$ cat config.mk
export PLATFORM = sky130hd
export DESIGN_NAME = pr_counter_core
export DESIGN_NICKNAME = d
export VERILOG_FILES = /design/src/rtl/pr_counter_core.sv
export SDC_FILE = /design/constraint.sdc
export NUM_CORES = 1
export LEC_CHECK = 0
export BUFFER_PORTS_ARGS = -buffer_cell sky130_fd_sc_hd__buf_4
export CORE_ASPECT_RATIO = 0.5
export CORE_MARGIN = 1
export CORE_UTILIZATION = 50
export DETAILED_ROUTE_END_ITERATION = 10
export MAX_ROUTING_LAYER = met4
export PLACE_DENSITY = 0.71
export SYNTH_ARGS = -nofsm -noshare
export SYNTH_HDL_FRONTEND = slang
export SYNTH_SLANG_ARGS = --single-unit
$ cat constraint.sdc
create_clock -name clk -period 1.9 [get_ports clk]
set_input_delay 0.38 -clock clk [delete_from_list [all_inputs] [get_ports clk]]
set_output_delay 0.38 -clock clk [all_outputs]
set_load 0.005 [all_outputs]
$ cat src/rtl/pr_counter_core.sv
// -----------------------------------------------------------------------------
// pr_counter_core
//
// Counter core of the PLL counter test design. Everything runs on clk_sys, the
// PLL CLKOUT0 after its BUFG. The core waits for the PLL LOCKED flag to be
// stable for LOCK_HOLD consecutive cycles, then enters RUN. In RUN a prescaler
// produces a one-cycle tick every PRESCALE_DIV cycles. Each tick steps an
// 8-bit LED counter up or down under switch control. A rising edge on sw[2]
// loads the counter from sw[7:3].
//
// Parameters
//   PRESCALE_DIV  clk cycles per count tick (>= 2)
//   LOCK_HOLD     consecutive synchronized-lock cycles needed before RUN (>= 1)
//
// Ports
//   clk         in   1  clk_sys from the PLL BUFG; the only clock
//   rst         in   1  synchronous, active-high reset
//   pll_locked  in   1  PLL LOCKED; asynchronous, 2-flop synchronized here
//   sw          in   8  board switches; asynchronous, 2-flop synchronized here
//                        sw[0] count enable, sw[1] direction (1 = down),
//                        sw[2] load strobe (rising edge), sw[7:3] load value
//   led         out  8  counter value, registered
//   ready       out  1  high while the FSM is in RUN
// -----------------------------------------------------------------------------
module pr_counter_core #(
  parameter int PRESCALE_DIV = 25000000,
  parameter int LOCK_HOLD    = 1024
) (
  input  logic       clk,
  input  logic       rst,
  input  logic       pll_locked,
  input  logic [7:0] sw,
  output logic [7:0] led,
  output logic       ready
);

  localparam int PRE_W  = $clog2(PRESCALE_DIV);
  // A hold of one cycle still needs a 1-bit counter to stay well formed.
  localparam int HOLD_W = (LOCK_HOLD > 1) ? $clog2(LOCK_HOLD) : 1;

  localparam logic [PRE_W-1:0]  PRE_LAST  = PRE_W'(PRESCALE_DIV - 1);
  localparam logic [HOLD_W-1:0] HOLD_LAST = HOLD_W'(LOCK_HOLD - 1);

  typedef enum logic [1:0] {
    ST_WAIT_LOCK = 2'd0,
    ST_HOLD      = 2'd1,
    ST_RUN       = 2'd2
  } state_t;

  // ---------------------------------------------------------------------------
  // Input synchronizers
  // ---------------------------------------------------------------------------
  logic       lock_meta_reg;
  logic       lock_s_reg;
  logic [7:0] sw_s;

  always_ff @(posedge clk) begin
    if (rst) begin
      lock_meta_reg <= 1'b0;
      lock_s_reg    <= 1'b0;
    end else begin
      lock_meta_reg <= pll_locked;
      lock_s_reg    <= lock_meta_reg;
    end
  end

  // Each switch gets its own independent two-flop chain. The switches are
  // unrelated mechanical inputs, so no cross-bit coherence is implied.
  generate
    for (genvar gi = 0; gi < 8; gi++) begin : g_sw_sync
      logic meta_reg;
      logic sync_reg;

      always_ff @(posedge clk) begin
        if (rst) begin
          meta_reg <= 1'b0;
          sync_reg <= 1'b0;
        end else begin
          meta_reg <= sw[gi];
          sync_reg <= meta_reg;
        end
      end

      assign sw_s[gi] = sync_reg;
    end
  endgenerate

  // ---------------------------------------------------------------------------
  // State and datapath registers
  // ---------------------------------------------------------------------------
  state_t            state_reg,    state_next;
  logic [HOLD_W-1:0] hold_cnt_reg, hold_cnt_next;
  logic [PRE_W-1:0]  pre_reg,      pre_next;
  logic [7:0]        count_reg,    count_next;
  logic              sw2_prev_reg;

  logic counting;
  logic tick;
  logic load;

  always_ff @(posedge clk) begin
    if (rst) begin
      state_reg    <= ST_WAIT_LOCK;
      hold_cnt_reg <= '0;
      pre_reg      <= '0;
      count_reg    <= 8'h00;
      sw2_prev_reg <= 1'b0;
    end else begin
      state_reg    <= state_next;
      hold_cnt_reg <= hold_cnt_next;
      pre_reg      <= pre_next;
      count_reg    <= count_next;
      // The edge register tracks sw_s[2] in every state. A rising edge seen
      // outside RUN is therefore consumed, not replayed on entry to RUN.
      sw2_prev_reg <= sw_s[2];
    end
  end

  // ---------------------------------------------------------------------------
  // Lock qualification FSM
  // ---------------------------------------------------------------------------
  always_comb begin
    state_next    = state_reg;
    hold_cnt_next = '0;

    case (state_reg)
      ST_WAIT_LOCK: begin
        if (lock_s_reg) begin
          state_next = ST_HOLD;
        end
      end

      ST_HOLD: begin
        if (!lock_s_reg) begin
          state_next = ST_WAIT_LOCK;
        end else if (hold_cnt_reg == HOLD_LAST) begin
          state_next = ST_RUN;
        end else begin
          hold_cnt_next = hold_cnt_reg + 1'b1;
        end
      end

      ST_RUN: begin
        if (!lock_s_reg) begin
          state_next = ST_WAIT_LOCK;
        end
      end

      default: begin
        state_next = ST_WAIT_LOCK;
      end
    endcase
  end

  // ---------------------------------------------------------------------------
  // Prescaler and counter
  // ---------------------------------------------------------------------------
  // On the cycle that lock is lost in RUN, counting is already false. That
  // edge therefore clears the datapath together with the exit from RUN.
  assign counting = (state_reg == ST_RUN) && lock_s_reg;
  assign tick     = counting && (pre_reg == PRE_LAST);
  assign load     = counting && sw_s[2] && !sw2_prev_reg;

  always_comb begin
    pre_next = '0;
    if (counting && !tick) begin
      pre_next = pre_reg + 1'b1;
    end
  end

  always_comb begin
    count_next = count_reg;
    if (!counting) begin
      count_next = 8'h00;
    end else if (load) begin
      // A load wins over a coincident tick. That tick is simply lost.
      count_next = {3'b000, sw_s[7:3]};
    end else if (tick && sw_s[0]) begin
      if (sw_s[1]) begin
        count_next = count_reg - 8'd1;
      end else begin
        count_next = count_reg + 8'd1;
      end
    end
  end

  assign led   = count_reg;
  assign ready = (state_reg == ST_RUN);

endmodule

== Yosys cells after proc, flatten, opt, wreduce, memory -nomap -nowiden ==
Cells that the tools add are included.
Cells by class
  equal/unequal tests: 7
  bitwise logic cells: 4
  add/sub/neg operators: 4
  multiply operators: 0
  div/mod/pow operators: 0
  order comparisons: 0
  reduce and logical (&&, ||, !) cells: 15
  shift operators: 0
  muxes and demuxes: 8
Operators by type and width (count)
  25-bit by 1-bit adder with 25-bit output, second input constant: 1
  25-bit equality test, second input constant: 1
  10-bit by 1-bit adder with 10-bit output, second input constant: 1
  10-bit equality test, second input constant: 1
  5-bit 2-to-1 mux: 2
  8-bit by 1-bit adder with 8-bit output, second input constant: 1
  2-bit 2-to-1 mux: 4
  8-bit 2-to-1 mux: 1
  8-bit by 1-bit subtractor with 8-bit output, second input constant: 1
  1-bit logical AND: 6
  2-bit one-hot mux with 3 select lines: 1
  2-bit inequality test, second input constant: 2
  1-bit inverter: 4
  2-bit OR reduction: 2
  4-bit OR reduction: 1
  3-bit inequality test, second input constant: 1
  3-bit AND reduction: 1
  3-bit OR reduction: 1
  2-bit by 1-bit equality test with 1-bit output, second input constant: 1
  2-bit equality test, second input constant: 1
  1-bit logical NOT: 2
  2-bit logical NOT: 1
  2-bit nonzero test: 1
Storage, ports and cells
  bits in read-only memories: 0
  bits in latches: 0
  logic and storage cells: 62
  memories kept: 0
  register bits after elaboration: 64
  memory bits (writable): 0

== Depth between registers and ports, before layout ==
Gate-level depths: netlist of run 1.
  depth in word-level cells: 7
  depth in mapped cells: 8

== Worst setup path after synthesis of run 1 ==
Ideal clock, no wire load.
  kind: reg2reg
  start point: register pre_reg[0]
  end point: register count_reg[7], in the netlist led[7]
  path slack: -0.138 ns
  stages on the path, launching flop included: 7
  period minus slack after synthesis: 2.038 ns
  setup time: 0.070 ns
  data required time: 1.830 ns
  data arrival time: 1.968 ns
  cell sequence: dfxtp_1 > ha_1 > and4_4 > nand2_2 > or4_4 > or4_1 > a21oi_1
Between the ends
  word-level cells in the longest chain between the ends: 3
RTL lines
  start, declared: line 93  | logic [PRE_W-1:0] pre_reg, pre_next;
  start signal, assigned: line 111  | pre_reg <= pre_next;
  25-bit equality test: line 161  | assign tick = counting && (pre_reg == PRE_LAST);
  1-bit logical AND: line 161
  1-bit logical AND: line 178  | end else if (tick && sw_s[0]) begin
  end signal, assigned: line 112  | count_reg <= count_next;
  end, declared: line 94  | logic [7:0] count_reg, count_next;
Every way passes these cells.
A chain may end at the register's enable or synchronous reset.

== Worst setup path in the final report of run 1 ==
  start point: register g_sw_sync[1].sync_reg
  end point: register count_reg[7], in the netlist led[7]
Between the ends
  word-level cells in the longest chain between the ends: 1
RTL lines
  start, declared: line 72  | logic sync_reg;
  start signal, assigned: line 80  | sync_reg <= meta_reg;
  8-bit 2-to-1 mux: line 179  | if (sw_s[1]) begin
Every way passes these cells.

==> flow_metrics.py, run 1 <==
metrics = {
    "run_status": {
        "status": "finished with violations",
        "violations": "negative setup slack",
    },
    "placed_design": {
        "placed_area_sq_mm": 0.00324,
        "port-buffer-count": 19,
        "dp_hpwl_um": 3950,
        "routabilityCongestion": 0.841,
    },
    "synth": {
        "synthMuxAreaShare_pct": 1.44,
        "yosysUniqueCellTypes": 43,
        "ys_seq_elements": 64,
        "yosys_most_used_dff": "dfxtp_1",
        "synth_compound_area_share_pct": 6.26,
        "ys_warn_count": 0,
        "synth-adder-area-share_pct": 4.32,
        "synthSimpleGateAreaFrac_pct": 27.9,
        "syn_inst": 298,
        "syn_area_sq_mm": 0.00278,
        "synthXorXnorAreaFrac_pct": 11.3,
        "synth_top_family_by_area": "simple AND/OR/NAND/NOR gates",
        "ys_seq_area_share_pct": 46.1,
        "syn-num-nets": 318,
        "synthArstFlopShare_pct": 0,
        "post_synth.cell_area_avg_sq_um": 9.33,
        "synth_edf_count": 0,
    },
    "power": {
        "p_leak_nw": 1.35,
        "ir_drop_mv": 0.680,
        "power_mw": 2.74,
        "p_per_area_mw_per_mm2": 764,
    },
    "timing": {
        "drv_slew": 0,
        "setup_violations": 1,
        "fmax_ghz": 0.512,
        "hold_viol": 0,
        "setup_ws_ps": -54.3,
        "skew_ps": 10.2,
        "slew_headroom_pct": 75.4,
        "final_min_period_over_clock_period_pct": 103,
        "grt_setup_unrepaired": "yes",
        "tightest_slew_ps": 367,
        "post-route-min-period_ps": 1950,
    },
    "clock_network": {
        "cts.clk_slew.worst_paths_ps": 80,
        "clockBufferDepth": 2,
        "cts_buffers": 9,
        "clkSinkCount": 64,
        "ctsHtreeMaxLevel": 3,
        "cts_tree": "built",
        "clock_latency_ps": 340,
        "cts_root_buf": "clkbuf_8",
    },
    "routing": {
        "drc": 0,
        "drt-total-wl_um": 5410,
        "routedWlPerCell_um": 12.6,
        "final_antenna_net_count": 0,
        "vias_per_cell": 5.16,
        "firstDrtPassIters": 5,
        "vias": 2214,
        "first_iter_violations": 63,
    },
    "global_route": {
        "grt_use_total_pct": 21.5,
        "grt_max_degree": 26,
        "grt_pass1_wl_um": 9050,
        "antenna_found_initial": 0,
        "overflow": 0,
        "grt_pass1_vias": 2079,
    },
    "die": {
        "start_util_pct": 54.1,
        "fp.dieW_um": 107,
        "dieArea_sq_mm": 0.00588,
        "rows": 18,
        "die_height_um": 54.7,
        "core_sq_mm": 0.00513,
        "io_pins": 20,
    },
    "worst_hold_path": {
        "whs_endpoint": "g_sw_sync[3].meta_reg",
        "min_path_type": "in -> reg",
        "min_path_cells": 2,
        "hold_start": "sw[3]",
    },
    "final_layout": {
        "area_growth_pct": 28.9,
        "layout_commonest_cell": "dfxtp_1",
        "largest_register_ffs": 25,
        "final_cell_mix": "dfxtp_1 (56), buf_4 (47), nor2_1 (45), xnor2_1 (23), nor2b_1 (21)",
        "postLayoutCellArea_sq_mm": 0.00358,
        "nNetsFinal": 374,
        "final_util_pct": 69.8,
        "antennaDiodeCount": 0,
        "drive_above_1_share_pct": 26.5,
    },
    "run": {
        "maxCapViolCount": 0,
    },
    "critical_path": {
        "arrival_ps": 2220,
        "crit_required_ps": 2170,
        "rr_startpoint": "g_sw_sync[1].sync_reg",
        "worstSetupEndpointType": "flip-flop",
        "reg2reg_slack_ps": -50,
        "criticalPathCategory": "reg -> reg",
        "crit_fanout": 6,
        "rr_endpoint": "led[7]",
        "reg2reg_depth": 6,
        "start_kind": "flip-flop",
    },
}
[layer usage]
metal	GRT usage [%]	up-vias	wire length, um
li1	-	1128	-
met1	23.9	1033	2530
met2	36.1	45	2620
met3	8.10	8	195
met4	8.22	0	69
met5	-	-	0
[worst max path at each step]
stage	depth (start not counted)	end	from
after floorplan	5	led[7]	pre_reg[9]
after global placement	6	led[7]	g_sw_sync[1].sync_reg
after detailed placement	6	led[7]	g_sw_sync[1].sync_reg
after CTS	6	led[7]	led[1]
after global routing	6	led[7]	g_sw_sync[1].sync_reg
final	6	led[7]	g_sw_sync[1].sync_reg
[synth_stat cells (2+ instances only)]
| cell type | instances | area, sq um |
|---|---|---|
| a21oi_1 | 9 | 45.0 |
| and3_1 | 4 | 25.0 |
| and4_1 | 5 | 43.8 |
| and4bb_1 | 2 | 25.0 |
| clkbuf_1 | 6 | 22.5 |
| dfxtp_1 | 64 | 1280 |
| ha_1 | 8 | 100 |
| inv_1 | 14 | 52.6 |
| mux2i_1 | 4 | 40.0 |
| nand2_1 | 14 | 52.6 |
| nand2b_1 | 3 | 18.8 |
| nand3_1 | 15 | 75.1 |
| nand4_1 | 5 | 31.3 |
| nor2_1 | 46 | 173 |
| nor2b_1 | 21 | 131 |
| nor3_1 | 7 | 35.0 |
| nor3b_1 | 2 | 15.0 |
| nor4_1 | 2 | 12.5 |
| nor4_4 | 2 | 42.5 |
| o2111ai_1 | 2 | 17.5 |
| o21ai_0 | 5 | 25.0 |
| o21bai_1 | 2 | 15.0 |
| o31ai_1 | 2 | 15.0 |
| xnor2_1 | 23 | 201 |
| xor2_1 | 13 | 114 |
[metrics by stage]
stage	setup TNS, ps	cells	setup WS, ps	hold WS, ps
2_1_floorplan	-29.8	298	-29.8	404
3_3_place_gp	-25.6	412	-25.6	416
3_5_place_dp	-81.3	412	-81.3	421
4_1_cts	0	430	1.56	226
5_1_grt	-111	429	-102	223
6_report	-54.3	429	-54.3	242
[critical path, cell delays in order, from the launching register on]
cell       delay [ps]
dfxtp_4           380
ha_1              300
a21oi_2           200
o2111ai_2         150
and3_1            210
or4_1             500
a21oi_1           140
[cells by family after synthesis]
family | count (synthesis)
flops | 64
buf+inv | 20
simple gates | 138
xor+xnor | 36
mux | 4
fa+ha+maj | 9
compound gates | 27
[final cells by class]
type	instances	area (sq um)
inverter	14	52.6
clock inverter	7	104
multi-input combinational	214	1520
sequential	64	1290
clock buffer	9	124
fill	390	1550
timing repair buffer	51	407
tap	70	87.6
[where the power goes]
group          internal, mW  switching, mW
Sequential             1.36        0.00764
Clock                 0.754          0.556
Combinational        0.0385         0.0259
[timing repair]
item / in CTS / in global routing
setup buffers: 2 / 0
pin swaps: 8 / 9
gates resized for setup: 10 / 14
setup endpoints to repair: 2 / 12
hold buffers: 0 / 0
Note: power is estimated with default switching activity, not from simulation.
==> run 2, diff against run 1 <==
- ABC_AREA: not set -> 1
- GPL_TIMING_DRIVEN: not set -> 0
- PLACE_DENSITY: 0.71 -> 0.7
==> flow_metrics.py, run 2 <==
metrics = {
    "synth": {
        "syn-num-nets": 491,
        "yosysUniqueCellTypes": 34,
        "yosysMostFrequentCell": "nand2_1",
        "syn_inst": 471,
        "ys_seq_elements": 64,
        "synth_edf_count": 0,
        "yosys_most_used_dff": "dfxtp_1",
        "ys_seq_area_share_pct": 37.9,
        "ys_top_cells_by_count": "nand2_1 (111), inv_1 (66), nor2_1 (66), dfxtp_1 (64), nand3_1 (28)",
        "synthArstFlopShare_pct": 0,
        "ys_warn_count": 0,
        "post_synth.cell_area_avg_sq_um": 7.19,
        "synth_top_area_share_pct": 37.9,
        "syn_area_sq_mm": 0.00338,
        "synth_area_leader_cell": "dfxtp_1",
        "ys_top_cells_by_area": "dfxtp_1 (38%), nand2_1 (12%), inv_1 (7.3%)",
    },
    "timing": {
        "post-route-min-period_ps": 1720,
        "setup_violations": 0,
        "slew_headroom_pct": 71.3,
        "skew_ps": 6.65,
        "fin_tns_setup_ps": 0,
        "final_min_period_over_clock_period_pct": 90.3,
        "tightest_slew_ps": 431,
        "hold_viol": 0,
        "fmax_ghz": 0.583,
        "grt_setup_unrepaired": "no",
        "drv_slew": 0,
    },
    "worst_hold_path": {
        "min_path_type": "in -> reg",
        "min_path_cells": 3,
    },
    "power": {
        "combPwrFrac_pct": 1.8,
        "ir_drop_mv": 0.578,
        "p_int_mw": 2.58,
        "p_leak_nw": 1.62,
        "power_mw": 3.23,
        "p_sw_mw": 0.656,
        "p_per_area_mw_per_mm2": 814,
        "pwr-share-clk_pct": 55.8,
        "pwr-share-seq_pct": 42.4,
        "switching_share_pct": 20.3,
    },
    "clock_network": {
        "cts_buffers": 9,
        "cts_tree": "built",
        "post_cts_buffers": 0,
        "clockBufferDepth": 2,
        "cts.clk_slew.worst_paths_ps": 60,
        "ctsHtreeMaxLevel": 3,
        "holdBufCountCts": 0,
        "clock_latency_ps": 330,
        "cts_root_buf": "clkbuf_16",
        "clkSinkCount": 64,
    },
    "placed_design": {
        "routabilityCongestion": 0.923,
        "placed_area_sq_mm": 0.00364,
        "dp_hpwl_um": 4980,
        "port-buffer-count": 19,
    },
    "die": {
        "die_height_um": 60.2,
        "rows": 20,
        "core_sq_mm": 0.00631,
        "start_util_pct": 53.7,
        "fp.dieW_um": 118,
        "io_pins": 20,
        "dieArea_sq_mm": 0.00712,
    },
    "critical_path": {
        "start_kind": "flip-flop",
        "reg2reg_slack_ps": 180,
        "rr_startpoint": "pre_reg[0]",
        "criticalPathCategory": "reg -> reg",
        "worstSetupEndpoint": "pre_reg[24]",
        "arrival_ps": 1940,
        "crit_fanout": 10,
        "rr_endpoint": "pre_reg[24]",
        "path_cells": "ha_1, nand2_2, nor2_8, nand2_1, nor2_2, nand2_2, nand3_4, buf_12, a21oi_2",
        "crit_start": "pre_reg[0]",
        "reg2reg_depth": 9,
        "slowest_delay_ps": 370,
        "worstSetupEndpointType": "flip-flop",
        "crit_required_ps": 2130,
        "crit_top_cell": "nand2_2",
        "critical-path-slowest-cell": "dfxtp_2",
    },
    "global_route": {
        "overflow": 0,
        "grt_pass1_vias": 2515,
        "grt_max_degree": 13,
        "grt_use_total_pct": 22.4,
        "antenna_found_initial": 0,
        "grt_pass1_wl_um": 11600,
    },
    "final_layout": {
        "final_cell_mix": "nand2_1 (111), inv_1 (66), nor2_1 (66), dfxtp_1 (62), nand3_1 (28)",
        "postLayoutCellArea_sq_mm": 0.00397,
        "drive_above_1_share_pct": 19.6,
        "antennaDiodeCount": 0,
        "layout_commonest_cell": "nand2_1",
        "nNetsFinal": 521,
        "largest_register_ffs": 25,
        "area_growth_pct": 17.3,
        "filler_cell_count": 592,
    },
    "run_status": {
        "status": "finished, final reports clean",
    },
    "run": {
        "maxCapViolCount": 0,
    },
    "routing": {
        "drc": 0,
        "firstDrtPassIters": 4,
        "final_antenna_net_count": 0,
        "first_iter_violations": 153,
        "drt-total-wl_um": 6680,
        "routedWlPerCell_um": 11.2,
        "vias_per_cell": 4.85,
        "vias": 2879,
    },
}
run 2: cell count changes in the layout (fill, tap and decap cells not counted), sizes merged, moves of 20 or more:
| cell | delta |
|---|---|
| nor2b | -21 |
| inv | +57 |
| nor2 | +36 |
| buf | -29 |
| xnor2 | -20 |
| nand2 | +103 |
run 2: area by class of cell:
cell class	count	area (sq um)	area share (%)
plain buffers	5	52.6	1.32
clock buffers	10	239	6.02
clock inverters	6	92.6	2.33
inverters	73	274	6.90
multi-input cells	329	1780	44.7
flip-flops and latches	64	1280	32.3
well taps	88	110	2.77
repair buffers	19	143	3.59
run 2: per-layer routing:
metal	track usage, %	vias up	wire length, um
li1	-	1539	-
met1	27.6	1277	3490
met2	34.3	53	2770
met3	7.44	10	306
met4	8.79	0	105
met5	-	-	0
run 2: cells by family (layout without fill, tap and decap cells):
family | after synthesis | after routing | synth area share (%)
simple gates | 274 | 274 | 39.3
buf+inv | 78 | 113 | 9.65
xor+xnor | 9 | 9 | 2.33
flops | 64 | 64 | 37.9
compound gates | 37 | 37 | 7.28
fa+ha+maj | 9 | 9 | 3.55
run 2: worst min-delay path by stage:
stage                                from               endpoint  slack [ps]
detailed placement  g_sw_sync[1].meta_reg  g_sw_sync[1].sync_reg         390
global placement    g_sw_sync[4].meta_reg  g_sw_sync[4].sync_reg         390
floorplan           g_sw_sync[0].meta_reg  g_sw_sync[0].sync_reg         390
global route                        sw[5]  g_sw_sync[5].meta_reg         240
finish                              sw[5]  g_sw_sync[5].meta_reg         240
CTS                                 sw[0]  g_sw_sync[0].meta_reg         230
run 2: through the flow:
stage	worst slack [ps]	hold WS (ps)	utilization, %	std cells
detailed placement	123	393	57.7	578
floorplan	378	388	-	471
global route	71.8	240	63.0	594
finish	185	240	63.0	594
global placement	135	391	57.7	578
CTS	108	234	62.9	594
run 2: worst max-delay path, delay by kind of cell (launching register included):
kind / cells / cell delay, ps
AO/OA/AOI/OAI: 1 / 40
adder cells (fa/ha/maj): 1 / 240
buffers and inverters: 1 / 180
flip-flops: 1 / 370
AND/OR/NAND/NOR: 6 / 770
run 2: repair_timing:
| item | in CTS | in global routing |
|---|---|---|
| gates resized for setup | 0 | 2 |
| setup endpoints to repair | 0 | 5 |
| endpoints found under the hold margin | 0 | 0 |
run 2: power groups by stage:
| stage | clock, mW | sequential [mW] | combinational (mW) |
|---|---|---|---|
| after global routing | 1.90 | 1.37 | 0.0687 |
| final | 1.80 | 1.37 | 0.0588 |
| after detailed placement | 0 | 1.40 | 0.0587 |
| after CTS | 1.84 | 1.37 | 0.0597 |
| after floorplan | 0 | 1.40 | 0.0362 |
| after global placement | 0 | 1.40 | 0.0577 |
==> run 3, diff against run 2 <==
- GPL_TIMING_DRIVEN: 0 -> not set
- PLACE_DENSITY: 0.7 -> not set
- PLACE_DENSITY_LB_ADDON: not set -> 0.15
==> flow_metrics.py, run 3 (synthesis gave the netlist of run 2 again) <==
metrics = {
    "run_status": {
        "status": "finished, final reports clean",
    },
    "clock_network": {
        "ctsHtreeMaxLevel": 3,
        "post_cts_resized": 0,
        "cts_buffers": 9,
        "clockBufferDepth": 2,
        "clkSinkCount": 64,
        "cts_tree": "built",
        "cts.clk_slew.worst_paths_ps": 50,
        "holdBufCountCts": 0,
        "clock_latency_ps": 330,
        "cts_root_buf": "clkbuf_16",
        "post_cts_buffers": 0,
    },
    "final_layout": {
        "nNetsFinal": 523,
        "area_growth_pct": 17.3,
        "final_cell_mix": "nand2_1 (111), inv_1 (66), nor2_1 (66), dfxtp_1 (64), nand3_1 (28)",
        "layout_commonest_cell": "nand2_1",
        "postLayoutCellArea_sq_mm": 0.00397,
        "antennaDiodeCount": 0,
        "largest_register_ffs": 25,
        "drive_above_1_share_pct": 19.9,
        "final_cells": 596,
    },
    "routing": {
        "firstDrtPassIters": 4,
        "vias": 2842,
        "drt-total-wl_um": 6690,
        "final_antenna_net_count": 0,
        "first_iter_violations": 138,
        "drc": 0,
        "routedWlPerCell_um": 11.2,
        "vias_per_cell": 4.77,
    },
    "critical_path": {
        "crit_fanout": 15,
        "rr_startpoint": "pre_reg[1]",
        "criticalPathCategory": "reg -> reg",
        "reg2reg_depth": 9,
        "arrival_ps": 1960,
        "rr_endpoint": "pre_reg[19]",
        "reg2reg_slack_ps": 160,
        "start_kind": "flip-flop",
        "crit_required_ps": 2120,
        "crit_start": "pre_reg[1]",
        "worstSetupEndpointType": "flip-flop",
    },
    "timing": {
        "setup_violations": 0,
        "grt_setup_unrepaired": "no",
        "skew_ps": 5.42,
        "post-route-min-period_ps": 1740,
        "drv_slew": 0,
        "slew_headroom_pct": 71.9,
        "tightest_slew_ps": 420,
        "fin_tns_setup_ps": 0,
        "fmax_ghz": 0.575,
        "hold_viol": 0,
        "final_min_period_over_clock_period_pct": 91.6,
    },
    "power": {
        "pwr-share-clk_pct": 55.4,
        "p_leak_nw": 1.63,
        "power_mw": 3.20,
        "ir_drop_mv": 0.700,
        "p_int_mw": 2.58,
        "p_sw_mw": 0.625,
        "pwr-share-seq_pct": 42.8,
        "combPwrFrac_pct": 1.8,
        "p_per_area_mw_per_mm2": 807,
        "switching_share_pct": 19.5,
    },
    "global_route": {
        "grt_pass1_vias": 2469,
        "grt_use_total_pct": 21.2,
        "grt_max_degree": 22,
        "overflow": 0,
        "antenna_found_initial": 0,
        "grt_pass1_wl_um": 11200,
    },
    "die": {
        "rows": 20,
        "dieArea_sq_mm": 0.00712,
        "fp.dieW_um": 118,
        "die_height_um": 60.2,
        "start_util_pct": 53.7,
        "io_pins": 20,
        "core_sq_mm": 0.00631,
    },
    "worst_hold_path": {
        "hold_start": "sw[5]",
        "min_path_type": "in -> reg",
        "min_path_cells": 3,
        "whs_endpoint": "g_sw_sync[5].meta_reg",
    },
    "placed_design": {
        "port-buffer-count": 19,
        "routabilityCongestion": 0.906,
        "dp_hpwl_um": 5050,
        "dpl.cell_count": 580,
        "placed_area_sq_mm": 0.00364,
    },
    "run": {
        "maxCapViolCount": 0,
    },
}
## run 3: cell types whose count changed in the layout (fill, tap and decap cells not counted)
cell / before / now
buf_4: 19 / 26
buf_12: 2 / 0
clkbuf_1: 2 / 0
dfxtp_1: 62 / 64
dfxtp_2: 2 / 0
buf_2: 1 / 0
## run 3: per-stage QoR
stage                     hold WS (ps)  setup slack [ps]  utilization (%)
after floorplan                    388               378                -
after global placement             390               241             57.7
after detailed placement           394               159             57.7
after CTS                          236               151             62.9
after global routing               244              26.6             62.9
final                              247               160             62.9
## run 3: cell type report
cell class / count / area [sq um]
clock buffer: 10 / 239
clock inverter: 6 / 92.6
fill: 576 / 2340
inverter: 73 / 274
multi-input combinational: 329 / 1780
sequential: 64 / 1280
tap: 88 / 110
timing repair buffer: 26 / 195
## run 3: per-layer routing
layer / GRT usage (%) / vias to the layer above / share of wire [%]
met5: - / - / 0
met4: 6.23 / 0 / 0.69
met3: 6.77 / 4 / 5.1
met2: 32.4 / 54 / 43
met1: 26.9 / 1246 / 52
li1: - / 1538 / -
## run 3: how the worst max path moves through the flow
stage / end / cells after the start / slack (ps)
after floorplan: pre_reg[15] / 9 / 380
after global placement: pre_reg[19] / 9 / 240
after detailed placement: pre_reg[19] / 9 / 160
after CTS: pre_reg[19] / 9 / 150
after global routing: pre_reg[19] / 9 / 30
final: pre_reg[19] / 9 / 160
## run 3: critical path: stages, from the launching register on
cell,delay [ps]
dfxtp_1,350
ha_1,240
nand2_2,120
nor2_8,150
nand2_1,80
nor2_2,160
nand2_2,100
nand3_4,190
buf_4,210
a21oi_2,40
## run 3: power by group through the flow
stage	registers, mW	clock network [mW]	logic, mW
after floorplan	1.40	0	0.0362
after global placement	1.40	0	0.0569
final	1.37	1.77	0.0582
after CTS	1.37	1.81	0.0589
after detailed placement	1.40	0	0.0577
after global routing	1.37	1.88	0.0670
